==> config.mk <==
export PLATFORM = sky130hd
export DESIGN_NAME = pipeline_hazard_ctrl
export DESIGN_NICKNAME = d
export VERILOG_FILES = /design/src/rtl/pipeline_hazard_ctrl_pkg.sv /design/src/rtl/pipeline_hazard_ctrl_loaduse_detect.sv /design/src/rtl/pipeline_hazard_ctrl.sv
export SDC_FILE = /design/constraint.sdc
export NUM_CORES = 1
export LEC_CHECK = 0
export CAP_MARGIN = 25
export CORE_MARGIN = 2
export CORE_UTILIZATION = 43
export CTS_CLUSTER_DIAMETER = 60
export DETAILED_ROUTE_END_ITERATION = 8
export GPL_TIMING_DRIVEN = 0
export PLACE_DENSITY_LB_ADDON = 0.25
export SLEW_MARGIN = 10
export SYNTH_ARGS = -nofsm -noshare
export SYNTH_HDL_FRONTEND = slang
export SYNTH_SLANG_ARGS = --single-unit
==> constraint.sdc <==
create_clock -name clk -period 2.1 [get_ports clk]
set_input_delay 0.42 -clock clk [delete_from_list [all_inputs] [get_ports clk]]
set_output_delay 0.42 -clock clk [all_outputs]
set_load 0.05 [all_outputs]
==> src/rtl/pipeline_hazard_ctrl_pkg.sv <==
// Shared definitions for the pipeline hazard controller: FSM encoding and
// default memory-wait timeout.
package pipeline_hazard_ctrl_pkg;

    typedef enum logic {
        RUN      = 1'b0,
        MEM_WAIT = 1'b1
    } hazard_state_t;

    localparam int MEM_TIMEOUT_DEFAULT = 255;
    localparam int WAIT_CNT_W          = 16;

endpackage

==> src/rtl/pipeline_hazard_ctrl_loaduse_detect.sv <==
// Combinational load-use detector: flags an ID instruction that reads the
// destination of a load currently in ID/EX (x0 never creates a hazard).
module loaduse_detect (
    input  logic [4:0] i_id_rs1,
    input  logic [4:0] i_id_rs2,
    input  logic       i_id_rs1_used,
    input  logic       i_id_rs2_used,
    input  logic       i_idex_mem_read,
    input  logic [4:0] i_idex_rd,
    output logic       o_hazard
);

    logic w_rs1_match;
    logic w_rs2_match;

    assign w_rs1_match = i_id_rs1_used && (i_id_rs1 == i_idex_rd);
    assign w_rs2_match = i_id_rs2_used && (i_id_rs2 == i_idex_rd);
    assign o_hazard    = i_idex_mem_read && (i_idex_rd != 5'd0) && (w_rs1_match || w_rs2_match);

endmodule

==> src/rtl/pipeline_hazard_ctrl.sv <==
// Pipeline hazard controller: memory-wait FSM with timeout, branch flush and
// load-use stall priority logic. Optional perf counters under HAZARD_PERF_EN.
module pipeline_hazard_ctrl
    import pipeline_hazard_ctrl_pkg::*;
#(
    parameter int MEM_TIMEOUT = MEM_TIMEOUT_DEFAULT,
    parameter int CNT_W       = 32
) (
    input  logic       clk,
    input  logic       reset,
    input  logic [4:0] id_rs1,
    input  logic [4:0] id_rs2,
    input  logic       id_rs1_used,
    input  logic       id_rs2_used,
    input  logic       idex_mem_read,
    input  logic [4:0] idex_rd,
    input  logic       ex_branch_taken,
    input  logic       dmem_req,
    input  logic       dmem_ready,
    output logic       pc_write,
    output logic       ifid_write,
    output logic       ifid_flush,
    output logic       idex_flush,
    output logic       idex_hold,
    output logic       exmem_hold,
    output logic       mem_timeout,
    output logic       busy
`ifdef HAZARD_PERF_EN
    ,
    output logic [CNT_W-1:0] perf_loaduse_cnt,
    output logic [CNT_W-1:0] perf_memstall_cnt,
    output logic [CNT_W-1:0] perf_branch_cnt
`endif
);

    if (MEM_TIMEOUT < 1 || MEM_TIMEOUT > 65535 || CNT_W < 1) begin : g_param_check
        $error("pipeline_hazard_ctrl: MEM_TIMEOUT must be 1..65535 and CNT_W >= 1");
    end

    localparam logic [WAIT_CNT_W-1:0] TIMEOUT_LAST = WAIT_CNT_W'(MEM_TIMEOUT - 1);

    hazard_state_t         r_state;
    hazard_state_t         w_state_nxt;
    logic [WAIT_CNT_W-1:0] r_wait_cnt;
    logic [WAIT_CNT_W-1:0] w_wait_cnt_nxt;

    logic w_loaduse;
    logic w_timeout_hit;
    logic w_mem_stall;
    logic w_branch_flush;
    logic w_loaduse_stall;

    loaduse_detect u_loaduse_detect (
        .i_id_rs1        (id_rs1),
        .i_id_rs2        (id_rs2),
        .i_id_rs1_used   (id_rs1_used),
        .i_id_rs2_used   (id_rs2_used),
        .i_idex_mem_read (idex_mem_read),
        .i_idex_rd       (idex_rd),
        .o_hazard        (w_loaduse)
    );

    // ready arriving in the timeout cycle wins, so the pulse is masked by !dmem_ready
    assign w_timeout_hit   = (r_state == MEM_WAIT) && !dmem_ready && (r_wait_cnt >= TIMEOUT_LAST);
    assign w_mem_stall     = ((r_state == RUN) && dmem_req && !dmem_ready)
                           || ((r_state == MEM_WAIT) && !dmem_ready);
    assign w_branch_flush  = (r_state == RUN) && ex_branch_taken && !w_mem_stall;
    assign w_loaduse_stall = w_loaduse && !w_mem_stall && !w_branch_flush;

    always_ff @(posedge clk or posedge reset) begin
        if (reset) begin
            r_state    <= RUN;
            r_wait_cnt <= '0;
        end else begin
            r_state    <= w_state_nxt;
            r_wait_cnt <= w_wait_cnt_nxt;
        end
    end

    // The RUN cycle that raises the stall counts as the first wait cycle.
    always_comb begin
        w_state_nxt    = r_state;
        w_wait_cnt_nxt = r_wait_cnt;
        case (r_state)
            RUN: begin
                if (dmem_req && !dmem_ready) begin
                    w_state_nxt    = MEM_WAIT;
                    w_wait_cnt_nxt = WAIT_CNT_W'(1);
                end else begin
                    w_wait_cnt_nxt = '0;
                end
            end
            MEM_WAIT: begin
                if (dmem_ready || w_timeout_hit) begin
                    w_state_nxt    = RUN;
                    w_wait_cnt_nxt = '0;
                end else begin
                    w_wait_cnt_nxt = r_wait_cnt + WAIT_CNT_W'(1);
                end
            end
            default: begin
                w_state_nxt    = RUN;
                w_wait_cnt_nxt = '0;
            end
        endcase
    end

    always_comb begin
        pc_write    = 1'b1;
        ifid_write  = 1'b1;
        ifid_flush  = 1'b0;
        idex_flush  = 1'b0;
        idex_hold   = 1'b0;
        exmem_hold  = 1'b0;
        mem_timeout = w_timeout_hit;
        busy        = (r_state == MEM_WAIT);
        if (w_mem_stall) begin
            pc_write   = 1'b0;
            ifid_write = 1'b0;
            idex_hold  = 1'b1;
            exmem_hold = 1'b1;
        end else if (w_branch_flush) begin
            ifid_flush = 1'b1;
            idex_flush = 1'b1;
        end else if (w_loaduse_stall) begin
            pc_write   = 1'b0;
            ifid_write = 1'b0;
            idex_flush = 1'b1;
        end
        if (reset) begin
            pc_write    = 1'b0;
            ifid_write  = 1'b0;
            ifid_flush  = 1'b0;
            idex_flush  = 1'b0;
            idex_hold   = 1'b0;
            exmem_hold  = 1'b0;
            mem_timeout = 1'b0;
            busy        = 1'b0;
        end
    end

`ifdef HAZARD_PERF_EN
    localparam logic [CNT_W-1:0] CNT_ONE = CNT_W'(1);

    logic [CNT_W-1:0] r_perf_loaduse;
    logic [CNT_W-1:0] r_perf_memstall;
    logic [CNT_W-1:0] r_perf_branch;

    always_ff @(posedge clk or posedge reset) begin
        if (reset) begin
            r_perf_loaduse  <= '0;
            r_perf_memstall <= '0;
            r_perf_branch   <= '0;
        end else begin
            if (w_loaduse_stall && (r_perf_loaduse != '1))
                r_perf_loaduse <= r_perf_loaduse + CNT_ONE;
            if (w_mem_stall && (r_perf_memstall != '1))
                r_perf_memstall <= r_perf_memstall + CNT_ONE;
            if (w_branch_flush && (r_perf_branch != '1))
                r_perf_branch <= r_perf_branch + CNT_ONE;
        end
    end

    assign perf_loaduse_cnt  = r_perf_loaduse;
    assign perf_memstall_cnt = r_perf_memstall;
    assign perf_branch_cnt   = r_perf_branch;
`endif

endmodule

==> metrics.csv <==
stage,metric,value,unit
synth,"Distinct cells, synth",30,
critical_path,R2R Setup Slk,0.21,ns
critical_path,r2r startpoint,r_wait_cnt[9]$_DFF_PP0_,
floorplanning,area of the core,1942,sq um
placed_design,"Cell Area, Placed",1252,sq um
placed_design,placer congestion estimate,0.7211,
final_layout,share of layout cells above drive strength 1,37.01,%
floorplanning,Initial Util,45.43,%
route,Initial DRC Count,0,
critical_path,Reg2Reg Depth,5,
final_layout,Layout area overhead,58.58,%
final_layout,Final nets,153,
sta,fin crit period,2.205,ns
sta,RSZ-0062 raised after global routing,yes,
route,vias per cell,4.747,
grt,vias in the first global route,749,
grt,first-pass GRT wire length,3456,microns
status,status,"finished, violations left",
route,drt wl/cell,13.42,microns
synth,YS warnings,0,
sta,Final period util,105.0,%
critical_path,Worst Setup End Kind,primary output,
sta,min setup slack post-route,-0.1046,ns
power_and_ir_drop,Lkg Pwr,0.6720,nW
power_and_ir_drop,Reg power frac,50.8,%
synth,ys async rst share,100.0,%
final_layout,"Core Util, Final",72.04,%
placed_design,I/O Buffers,30,
floorplanning,num ports,31,
power_and_ir_drop,VDD IR-drop max,0.5464,mV
grt,GRT overflow,0,
synth,share of the synthesized area in the top cell type,48.23,%
clock_tree,CTS tree,done,
clock_tree,CTS clock-pin slew for the worst setup and hold paths,0.10,ns
critical_path,Setup CP Type,reg2out,
clock_tree,# clock sinks,17,
synth,Cells after Synth,83,
grt,antenna violations before repair,0,
power_and_ir_drop,clock share of power,24.7,%
route,Pre-antenna DRT Iters,1,
min_path,Min-Delay Path Class,in2async,
floorplanning,Rows,16,
critical_path,startpoint types,flip-flop,
status,failing checks,negative setup slack,
clock_tree,H-Tree Depth,1,
job,max-cap violations,0,
critical_path,CP Data Arrival Time,1.78,ns
synth,"area leader, netlist",dfrtp_1,
synth,Post-synth EDFFs,0,
synth,"FF+latch count, synth",17,
critical_path,Worst Setup SP,r_wait_cnt[9]$_DFF_PP0_,
synth,Syn Area/Cell,10.63,sq um
sta,Fmax,0.4536,GHz
floorplanning,Die Ht,49.29,microns
grt,Total GRT Usage,18.78,%
clock_tree,CTS Buffer Depth,2,
power_and_ir_drop,Net Sw Frac,27.59,%
critical_path,reg2reg end,r_wait_cnt[8]$_DFF_PP0_,
clock_tree,Root Buffer Master,clkbuf_4,
floorplanning,Die W,49.29,microns
power_and_ir_drop,total power,0.6696,mW
synth,register area share after synthesis,48.23,%
power_and_ir_drop,Pwr Density,478.7,nW/um^2
final_layout,Final Cell Area,1399,sq um
clock_tree,CTS Hold Bufs,0,
sta,"Hold Vio Cnt, Final",0,
placed_design,Setup WS pre-CTS,-1.281,ns
power_and_ir_drop,combinational group share of total power,24.6,%
clock_tree,Worst-Skew Late Latency,0.28,ns
critical_path,crit-path max FO,2,
grt,pin count of the biggest net entering global routing,18,
route,Routed Antenna Nets,0,
route,# DRC,0,
sta,Post-Route Skew,0.006584,ns
sta,Slew Limit Fails,0,
synth,"Top FF cell, synth",dfrtp_1,
sta,"Setup violations, final",1,
power_and_ir_drop,P_int,0.4849,mW
final_layout,ANT cells,0,
final_layout,Fillers,162,
route,Total Wirelength,2066,microns
floorplanning,die area,2430,sq um
synth,"top cells by area, synth","dfrtp_1 48%, xor2_1 12%, nor2_1 4.3%, xnor2_1 3.0%, ha_1 2.8%",
critical_path,Setup crit end,mem_timeout,
route,Vias,731,
placed_design,Final HPWL DP,1462,microns
power_and_ir_drop,P_sw,0.1847,mW
synth,Synth Cell Area,882.1,sq um
critical_path,critical path data required time,1.68,ns
clock_tree,total CTS buffers,3,
## worst min-delay path by stage
stage,from,endpoint,cells after the start
after detailed placement,r_wait_cnt[8]$_DFF_PP0_,r_wait_cnt[8]$_DFF_PP0_,2
after global routing,reset,r_wait_cnt[10]$_DFF_PP0_,3
after CTS,reset,r_wait_cnt[10]$_DFF_PP0_,3
after global placement,r_wait_cnt[8]$_DFF_PP0_,r_wait_cnt[8]$_DFF_PP0_,2
final,reset,r_state$_DFF_PP0_,3
after floorplan,reset,r_state$_DFF_PP0_,1
## power by group through the flow
| stage | combinational, mW | clock [mW] | sequential [mW] |
|---|---|---|---|
| detailed placement | 0.142 | 0 | 0.347 |
| floorplan | 0.0719 | 0 | 0.346 |
| finish | 0.164 | 0.165 | 0.340 |
| global placement | 0.140 | 0 | 0.347 |
| global route | 0.176 | 0.193 | 0.341 |
| CTS | 0.155 | 0.171 | 0.339 |
## layout by cell type (no fill, tap or decap), types with 2 or more instances in the layout
cell	n
nand2_1	2
buf_8	3
dlymetal6s2s_1	4
nand3_1	3
xnor2_1	2
buf_2	2
or4_4	2
nor2b_1	2
buf_4	6
clkdlybuf4s15_1	3
xor2_2	2
dfrtp_1	16
clkdlybuf4s15_2	2
nand2b_1	2
clkbuf_2	3
clkdlybuf4s50_1	3
ha_1	2
xor2_1	10
conb_1	7
nor2_1	9
dlygate4sd2_1	5
nor4_2	2
buf_6	6
a41oi_1	2
clkbuf_4	3
nor3_2	2
## critical path, stage by stage (launching register included)
cell and delay [ns]:
dfrtp_1 0.37, or4_4 0.52, a211o_1 0.30, and3_4 0.18
buf_8 0.14
## Yosys cell counts, drive strengths merged (2+ instances only)
library cell / n
a41oi: 2
and3: 2
buf: 3
dfrtp: 17
ha: 2
inv: 2
nand2: 2
nand2b: 3
nand3: 3
nor2: 10
nor2b: 2
nor3: 2
nor4: 2
o21ai: 3
or4: 3
xnor2: 3
xor2: 12
## per-stage QoR
step	hold WS [ns]	setup TNS, ns	instances
6_report	0.4100	-0.1046	154
5_1_grt	0.4289	-0.1877	154
4_1_cts	0.4104	-0.2468	154
3_5_place_dp	0.5108	-5.343	146
3_3_place_gp	0.4959	-5.249	146
2_1_floorplan	0.3519	-0.1395	89
## logic make-up after synthesis
group / count (synthesis) / share of synthesized area, %
flip-flops: 17 / 48.23
buffers and inverters: 5 / 3.830
AND/OR/NAND/NOR: 33 / 20.57
AO/OA/AOI/OAI: 10 / 9.221
adder cells (fa/ha/maj): 2 / 2.836
XOR/XNOR: 15 / 14.89
other: 1 / 0.4251
## routing by layer
layer / global-route usage (%) / wire length [microns] / up-vias
met5: 0 / 0 / -
li1: - / - / 366
met1: 21.76 / 802 / 345
met3: 3.681 / 56 / 6
met2: 36.49 / 1153 / 14
met4: 1.429 / 53 / 0
## area by class of cell
cell class | count | area [sq um] | area share [%]
inverter | 2 | 11.26 | 0.8050
multi-input combinational | 67 | 540.5 | 38.64
clock inverter | 1 | 5.005 | 0.3578
sequential | 17 | 426.7 | 30.50
clock buffer | 3 | 22.52 | 1.610
timing repair buffer | 35 | 340.3 | 24.33
tap | 27 | 33.78 | 2.415
buffer | 2 | 18.77 | 1.342
## state kept, by name (all words and copies together) (netlist names)
register    count
r_state         1
r_wait_cnt     16
## repair_timing
item                                    in CTS  in global routing
pin swaps                                    9                 13
endpoints found under the setup margin       8                  7
hold endpoints to repair                     0                  0
resized for setup                           88                 24
buffers inserted                             4                  1
(Power assumes the default switching activity.)
